File: config.mk
export PLATFORM = sky130hd
export DESIGN_NAME = inst_port_arbiter
export DESIGN_NICKNAME = d
export VERILOG_FILES = /design/src/rtl/inst_port_arbiter_pkg.sv /design/src/rtl/inst_owner_fifo.sv /design/src/rtl/inst_port_arbiter.sv
export SDC_FILE = /design/constraint.sdc
export NUM_CORES = 1
export LEC_CHECK = 0
export ABC_CLOCK_PERIOD_IN_PS = 2950
export BUFFER_PORTS_ARGS = -buffer_cell sky130_fd_sc_hd__buf_4
export CORE_AREA = 4 4 119 121
export CTS_BUF_LIST = sky130_fd_sc_hd__clkbuf_4 sky130_fd_sc_hd__clkbuf_8
export DETAILED_ROUTE_END_ITERATION = 7
export DIE_AREA = 0 0 123 125
export GPL_ROUTABILITY_DRIVEN = 0
export PLACE_DENSITY_LB_ADDON = 0.25
export SYNTH_ARGS = -nofsm -noshare
export SYNTH_HDL_FRONTEND = slang
export SYNTH_SLANG_ARGS = --single-unit
export TNS_END_PERCENT = 20
File: constraint.sdc
create_clock -name clk -period 2.95 [get_ports clk]
set_clock_uncertainty 0.1 [all_clocks]
set_input_delay 0.295 -clock clk [delete_from_list [all_inputs] [get_ports clk]]
set_output_delay 0.295 -clock clk [all_outputs]
set_load 0.1 [all_outputs]
File: src/rtl/inst_port_arbiter_pkg.sv
// Shared types for the instruction-port arbiter.
//   owner_e      : which requester owns an outstanding request (fetch or cache-op)
//   fifo_entry_t : one outstanding-request record {owner, discard}
//   arb_state_e  : grant FSM state
//   hold_t       : request fields captured at grant time and replayed while locked
package inst_port_arbiter_pkg;

  typedef enum logic {
    OWN_F = 1'b0,
    OWN_A = 1'b1
  } owner_e;

  typedef struct packed {
    owner_e owner;
    logic   discard;
  } fifo_entry_t;

  typedef enum logic [1:0] {
    IDLE   = 2'd0,
    LOCK_F = 2'd1,
    LOCK_A = 2'd2
  } arb_state_e;

  typedef struct packed {
    owner_e      owner;
    logic [31:0] addr;
    logic [1:0]  size;
    logic        cached;
  } hold_t;

endpackage

File: src/rtl/inst_owner_fifo.sv
// Owner FIFO: remembers who issued each accepted-but-unanswered icache request
// so that in-order responses can be routed back to the right requester.
//   clk, resetn   : clock, asynchronous active-low reset
//   push_i        : append push_entry_i
//   push_entry_i  : {owner, discard} of the request being accepted
//   pop_i         : remove head entry (ignored when empty)
//   flush_f_i     : mark every stored fetch-owned entry as discard
//   head_o        : current head entry
//   count_o       : number of stored entries
//   empty_o/full_o: occupancy flags
module inst_owner_fifo
  import inst_port_arbiter_pkg::*;
#(
  parameter int DEPTH = 4
) (
  input  logic                     clk,
  input  logic                     resetn,
  input  logic                     push_i,
  input  fifo_entry_t              push_entry_i,
  input  logic                     pop_i,
  input  logic                     flush_f_i,
  output fifo_entry_t              head_o,
  output logic [$clog2(DEPTH):0]   count_o,
  output logic                     empty_o,
  output logic                     full_o
);

  localparam int PW = $clog2(DEPTH);
  localparam int CW = PW + 1;

  fifo_entry_t     mem_q [DEPTH];
  logic [PW-1:0]   wrPtr_q;
  logic [PW-1:0]   rdPtr_q;
  logic [CW-1:0]   count_q;
  logic            doPop;

  assign doPop   = pop_i & (count_q != '0);
  assign head_o  = mem_q[rdPtr_q];
  assign count_o = count_q;
  assign empty_o = (count_q == '0);
  assign full_o  = (count_q == CW'(DEPTH));

  // Storage, pointers and occupancy. The flush marking is applied before the
  // push write, so an entry pushed in the flush cycle keeps whatever discard
  // value the caller computed for it. Pointers wrap naturally (DEPTH is 2^n).
  always_ff @(posedge clk or negedge resetn) begin
    if (!resetn) begin
      for (int i = 0; i < DEPTH; i++) begin
        mem_q[i] <= '0;
      end
      wrPtr_q <= '0;
      rdPtr_q <= '0;
      count_q <= '0;
    end else begin
      if (flush_f_i) begin
        for (int i = 0; i < DEPTH; i++) begin
          if (mem_q[i].owner == OWN_F) begin
            mem_q[i].discard <= 1'b1;
          end
        end
      end
      if (push_i) begin
        mem_q[wrPtr_q] <= push_entry_i;
        wrPtr_q        <= wrPtr_q + PW'(1);
      end
      if (doPop) begin
        rdPtr_q <= rdPtr_q + PW'(1);
      end
      case ({push_i, doPop})
        2'b10:   count_q <= count_q + CW'(1);
        2'b01:   count_q <= count_q - CW'(1);
        default: count_q <= count_q;
      endcase
    end
  end

endmodule

File: src/rtl/inst_port_arbiter.sv
// Instruction-port arbiter: shares the single icache request port between the
// fetch unit (f_*) and the cache-op unit (a_*). A wins in IDLE; a grant not
// accepted the same cycle is locked and replayed from a hold register. Fetch
// responses in flight across a pipeline redirect (flush) are dropped.
//   clk, resetn                      : clock, asynchronous active-low reset
//   f_req/addr/size/cached -> f_addr_ok, f_data_ok, f_rdata : fetch side
//   a_req/addr/size/cached -> a_addr_ok, a_data_ok, a_rdata : cache-op side
//   flush                            : pipeline redirect
//   m_req/addr/size/cached <- m_addr_ok, m_data_ok, m_rdata : icache side
//   busy                             : requests outstanding or grant locked
//   proto_err                        : sticky, response seen with nothing outstanding
module inst_port_arbiter
  import inst_port_arbiter_pkg::*;
#(
  parameter int MAX_OUTST = 4,
  parameter int DW        = 64
) (
  input  logic          clk,
  input  logic          resetn,
  input  logic          f_req,
  input  logic [31:0]   f_addr,
  input  logic [1:0]    f_size,
  input  logic          f_cached,
  output logic          f_addr_ok,
  output logic          f_data_ok,
  output logic [DW-1:0] f_rdata,
  input  logic          a_req,
  input  logic [31:0]   a_addr,
  input  logic [1:0]    a_size,
  input  logic          a_cached,
  output logic          a_addr_ok,
  output logic          a_data_ok,
  output logic [DW-1:0] a_rdata,
  input  logic          flush,
  output logic          m_req,
  output logic [31:0]   m_addr,
  output logic [1:0]    m_size,
  output logic          m_cached,
  input  logic          m_addr_ok,
  input  logic          m_data_ok,
  input  logic [DW-1:0] m_rdata,
  output logic          busy,
  output logic          proto_err
);

  localparam int CW = $clog2(MAX_OUTST) + 1;

  arb_state_e  state_q, state_d;
  hold_t       hold_q, hold_d;
  logic        zombie_q, zombie_d;
  logic        zombieNow;
  logic        protoErr_q;
  logic        push;
  fifo_entry_t pushEntry;
  fifo_entry_t head;
  logic [CW-1:0] count;
  logic        fifoEmpty;
  logic        fifoFull;
  logic        pop;

  inst_owner_fifo #(
    .DEPTH(MAX_OUTST)
  ) u_owner_fifo (
    .clk         (clk),
    .resetn      (resetn),
    .push_i      (push),
    .push_entry_i(pushEntry),
    .pop_i       (m_data_ok),
    .flush_f_i   (flush),
    .head_o      (head),
    .count_o     (count),
    .empty_o     (fifoEmpty),
    .full_o      (fifoFull)
  );

  // Grant FSM and request-side outputs. Everything is gated by resetn so the
  // combinational outputs also read 0 while reset is held. Fullness uses the
  // registered count, so a pop in the same cycle cannot reopen the port.
  always_comb begin
    state_d   = state_q;
    hold_d    = hold_q;
    zombie_d  = zombie_q;
    zombieNow = 1'b0;
    m_req     = 1'b0;
    m_addr    = '0;
    m_size    = '0;
    m_cached  = 1'b0;
    f_addr_ok = 1'b0;
    a_addr_ok = 1'b0;
    push      = 1'b0;
    pushEntry = '0;
    if (resetn) begin
      case (state_q)
        IDLE: begin
          if (!fifoFull && a_req) begin
            m_req    = 1'b1;
            m_addr   = a_addr;
            m_size   = a_size;
            m_cached = a_cached;
            hold_d   = '{owner: OWN_A, addr: a_addr, size: a_size, cached: a_cached};
            if (m_addr_ok) begin
              a_addr_ok = 1'b1;
              push      = 1'b1;
              pushEntry = '{owner: OWN_A, discard: 1'b0};
            end else begin
              state_d = LOCK_A;
            end
          end else if (!fifoFull && f_req && !flush) begin
            m_req    = 1'b1;
            m_addr   = f_addr;
            m_size   = f_size;
            m_cached = f_cached;
            hold_d   = '{owner: OWN_F, addr: f_addr, size: f_size, cached: f_cached};
            zombie_d = 1'b0;
            if (m_addr_ok) begin
              f_addr_ok = 1'b1;
              push      = 1'b1;
              pushEntry = '{owner: OWN_F, discard: 1'b0};
            end else begin
              state_d = LOCK_F;
            end
          end
        end
        LOCK_A: begin
          m_req    = 1'b1;
          m_addr   = hold_q.addr;
          m_size   = hold_q.size;
          m_cached = hold_q.cached;
          if (m_addr_ok) begin
            a_addr_ok = 1'b1;
            push      = 1'b1;
            pushEntry = '{owner: OWN_A, discard: 1'b0};
            state_d   = IDLE;
          end
        end
        LOCK_F: begin
          // Once fetch withdraws or a redirect hits, the handshake is finished
          // on the icache side but its result is thrown away.
          zombieNow = zombie_q | flush | ~f_req;
          m_req     = 1'b1;
          m_addr    = hold_q.addr;
          m_size    = hold_q.size;
          m_cached  = hold_q.cached;
          if (m_addr_ok) begin
            f_addr_ok = ~zombieNow;
            push      = 1'b1;
            pushEntry = '{owner: OWN_F, discard: zombieNow};
            state_d   = IDLE;
            zombie_d  = 1'b0;
          end else begin
            zombie_d  = zombieNow;
          end
        end
        default: state_d = IDLE;
      endcase
    end
  end

  // FSM state, hold register and zombie flag.
  always_ff @(posedge clk or negedge resetn) begin
    if (!resetn) begin
      state_q  <= IDLE;
      hold_q   <= '0;
      zombie_q <= 1'b0;
    end else begin
      state_q  <= state_d;
      hold_q   <= hold_d;
      zombie_q <= zombie_d;
    end
  end

  // Response routing straight from m_data_ok; a fetch response popping in a
  // flush cycle is suppressed just like one already marked discard.
  assign pop       = m_data_ok & ~fifoEmpty;
  assign a_data_ok = pop & (head.owner == OWN_A);
  assign f_data_ok = pop & (head.owner == OWN_F) & ~head.discard & ~flush;
  assign a_rdata   = a_data_ok ? m_rdata : '0;
  assign f_rdata   = f_data_ok ? m_rdata : '0;

  // Sticky protocol error: a response arrived with nothing outstanding.
  always_ff @(posedge clk or negedge resetn) begin
    if (!resetn) begin
      protoErr_q <= 1'b0;
    end else if (m_data_ok && fifoEmpty) begin
      protoErr_q <= 1'b1;
    end
  end

  assign proto_err = protoErr_q;
  assign busy      = (count != '0) | (state_q != IDLE);

endmodule

==> summary.txt <==
IO Port Bufs: 310
Slew Viols, Final: 0
Global Route Usage Sum: 20.4%
Final #Nets: 984
first-pass GRT wire length: 25700 um
CTS buffer count: 5
per-cell routed wire length: 16.6 um
post-route antenna net violation count: 0
sequential-to-total area share from yosys stat: 31.0%
Worst-Skew Late Latency: 0.30 ns
via-per-instance ratio: 4.92
final setup fails: 0
Pwr Density: 1180 mW/mm2
critical path fanouts, max: 8
root buffer cell: clkbuf_8
Worst EP arrival: 2.41 ns
CP Class: register to output port
fillers: 1239
Post-synth EDFFs: 0
# DRC: 0
Starting Density: 33.3%
# H-tree levels: 2
Avg Cell Area, Syn: 8.01 um2
DRT Pass-1 Iters: 5
Clock Pin Slew Worst Setup and Hold Paths: 0.10 ns
clk sinks: 54
syn nets: 696
clk buf depth: 2
Boundary Pins: 311
CTS tree: yes
initial antenna violation count: 3
Yosys reg bits: 54
area leader, netlist: dfrtp_1
Routed WL: 16800 um
worst min path class: input pin to register
Rel. slew slack: 24.8%
Tcrit/Tclk final: 95.1%
setup TNS: 0 ns
largest net degree at the start of global routing: 67
area of the multi-input gates: 0.00278 mm2
most frequent cells in the layout: 323 x buf_4, 111 x nand2_1, 66 x and2_1
Synth area leaders: dfrtp_1 31%, nand2_1 9.5%, and2_1 9.5%, and3_1 9.2%, mux2i_1 8.3%
RSZ-0062 raised after global routing: false
dpl hpwl: 13700 um
Crit. End Element: output port
Setup crit start kind: register
DR vias: 4974
asr flop ratio synth: 100%
register area: 0.00135 mm2
commonest non-fill, non-tap cell in the layout: buf_4
Layout area overhead: 60.0%
Final Critical Period: 2.81 ns
top_reg_cell synth: dfrtp_1
outcome: completed
leakage power: 3.90 nW
Peak VDD IR: 0.000531 V
core area: 0.0131 mm2
Worst Path Required: 2.56 ns
Fin. Hold Viols: 0
Die ar.: 0.0154 mm2
yosys warns: 0
synth unique cells: 45
Worst Setup Slack, final: 0.143 ns
layout cells sized above 1: 41.7%
mapped cell area: 0.00436 mm2
vias in the first global route: 4972
Tightest Pin Transition: 1.13 ns
post-synth top area share: 31.0%
Post-Syn Instances: 545
Die W: 123 um
row count: 42
Initial DRC Count: 194
Peak Freq: 0.356 GHz
DP Worst Slack: 0.00781 ns
floorplan die height: 125 um
grt total ovfl: 0
max-cap violations: 0
-- final cells by class --
type	instances	share of cell area, %
tap	176	3.15
clock inverter	3	0.305
sequential	54	19.4
inverter	14	0.753
antenna	2	0.0717
timing repair buffer	327	35.5
multi-input combinational	431	39.9
clock buffer	5	0.986
-- where the power goes --
group | total, mW | switching (mW) | internal (mW)
clock network | 0.422 | 0.254 | 0.168
registers | 1.33 | 0.244 | 1.08
logic | 6.48 | 4.99 | 1.50
total | 8.23 | 5.49 | 2.75
-- path summary, 6_finish.rpt --
kind                       startpoint                       to  slack [ns]  cells past startpoint
setup / recovery           state_q[1]                    m_req        0.14                      7
hold / removal              m_data_ok                proto_err        0.09                      2
setup reg to reg           state_q[1]  u_owner_fifo.count_o[2]        0.17                     12
hold reg to reg             proto_err                proto_err        0.37                      1
max in group asynchronous      resetn  u_owner_fifo.count_o[1]        1.61                      3
min in group asynchronous      resetn               state_q[0]        0.31                      2
-- sequential cells by signal (all words and copies together) (netlist names) --
register              flops
zombie_q                  1
u_owner_fifo.wrPtr_q      2
u_owner_fifo.rdPtr_q      2
proto_err                 1
u_owner_fifo.mem_q        8
u_owner_fifo.count_o      3
state_q                   2
hold_q                   35
-- critical path, stage by stage (launching register included) --
cell and delay [ns]:
dfrtp_1 0.44, inv_1 0.12, ha_2 0.43, nor2_1 0.08
a211o_1 0.37, buf_4 0.17, nor3b_2 0.18, buf_4 0.32
-- logic make-up after synthesis --
family,synth area share (%)
compound gates,14.9
xor+xnor,1.20
fa+ha+maj,3.04
buf+inv,6.40
flops,31.0
mux,9.55
simple gates,33.9
-- synthesized netlist by cell type (2+ instances only) --
cell / number
nand2_1: 111
and2_1: 66
and3_1: 64
dfrtp_1: 54
a22oi_1: 40
mux2i_1: 36
o21ai_0: 28
clkbuf_1: 26
inv_1: 14
buf_2: 10
o21ai_1: 10
a31oi_1: 9
buf_4: 9
ha_1: 9
nor2_1: 8
a21oi_1: 5
nand3_1: 4
xnor2_1: 4
nand2b_1: 3
nor3b_1: 3
nor4b_1: 3
a21o_1: 2
mux4_2: 2
nor2b_1: 2
nor4_2: 2
xor2_1: 2
-- per-stage QoR --
stage / utilization, % / hold WS, ns / cell area [um2] / total power [mW] / std cells
2_1_floorplan: - / -0.101 / 4370 / 6.40 / 545
3_3_place_gp: 52.1 / 0.0591 / 6820 / 7.68 / 999
3_5_place_dp: 52.1 / 0.0616 / 6820 / 7.77 / 999
4_1_cts: 52.9 / 0.0812 / 6920 / 8.22 / 1008
5_1_grt: 53.3 / 0.0817 / 6980 / 8.63 / 1012
6_report: 53.3 / 0.0885 / 6980 / 8.23 / 1012
-- timing repair --
item	4_1_cts	5_1_grt
setup buffers	0	2
hold buffers	1	0
cloned	0	0
pin swaps	0	2
resized for setup	1	9
setup endpoints to repair	1	38
endpoints found under the hold margin	6	0
-- per-layer routing --
layer,global-route usage (%),part of all wire (%)
met5,0,0.042
met4,6.45,2.3
met3,4.47,7.8
met2,37.3,52
met1,23.4,37
No activity file was read; power rests on OpenSTA's default activity.
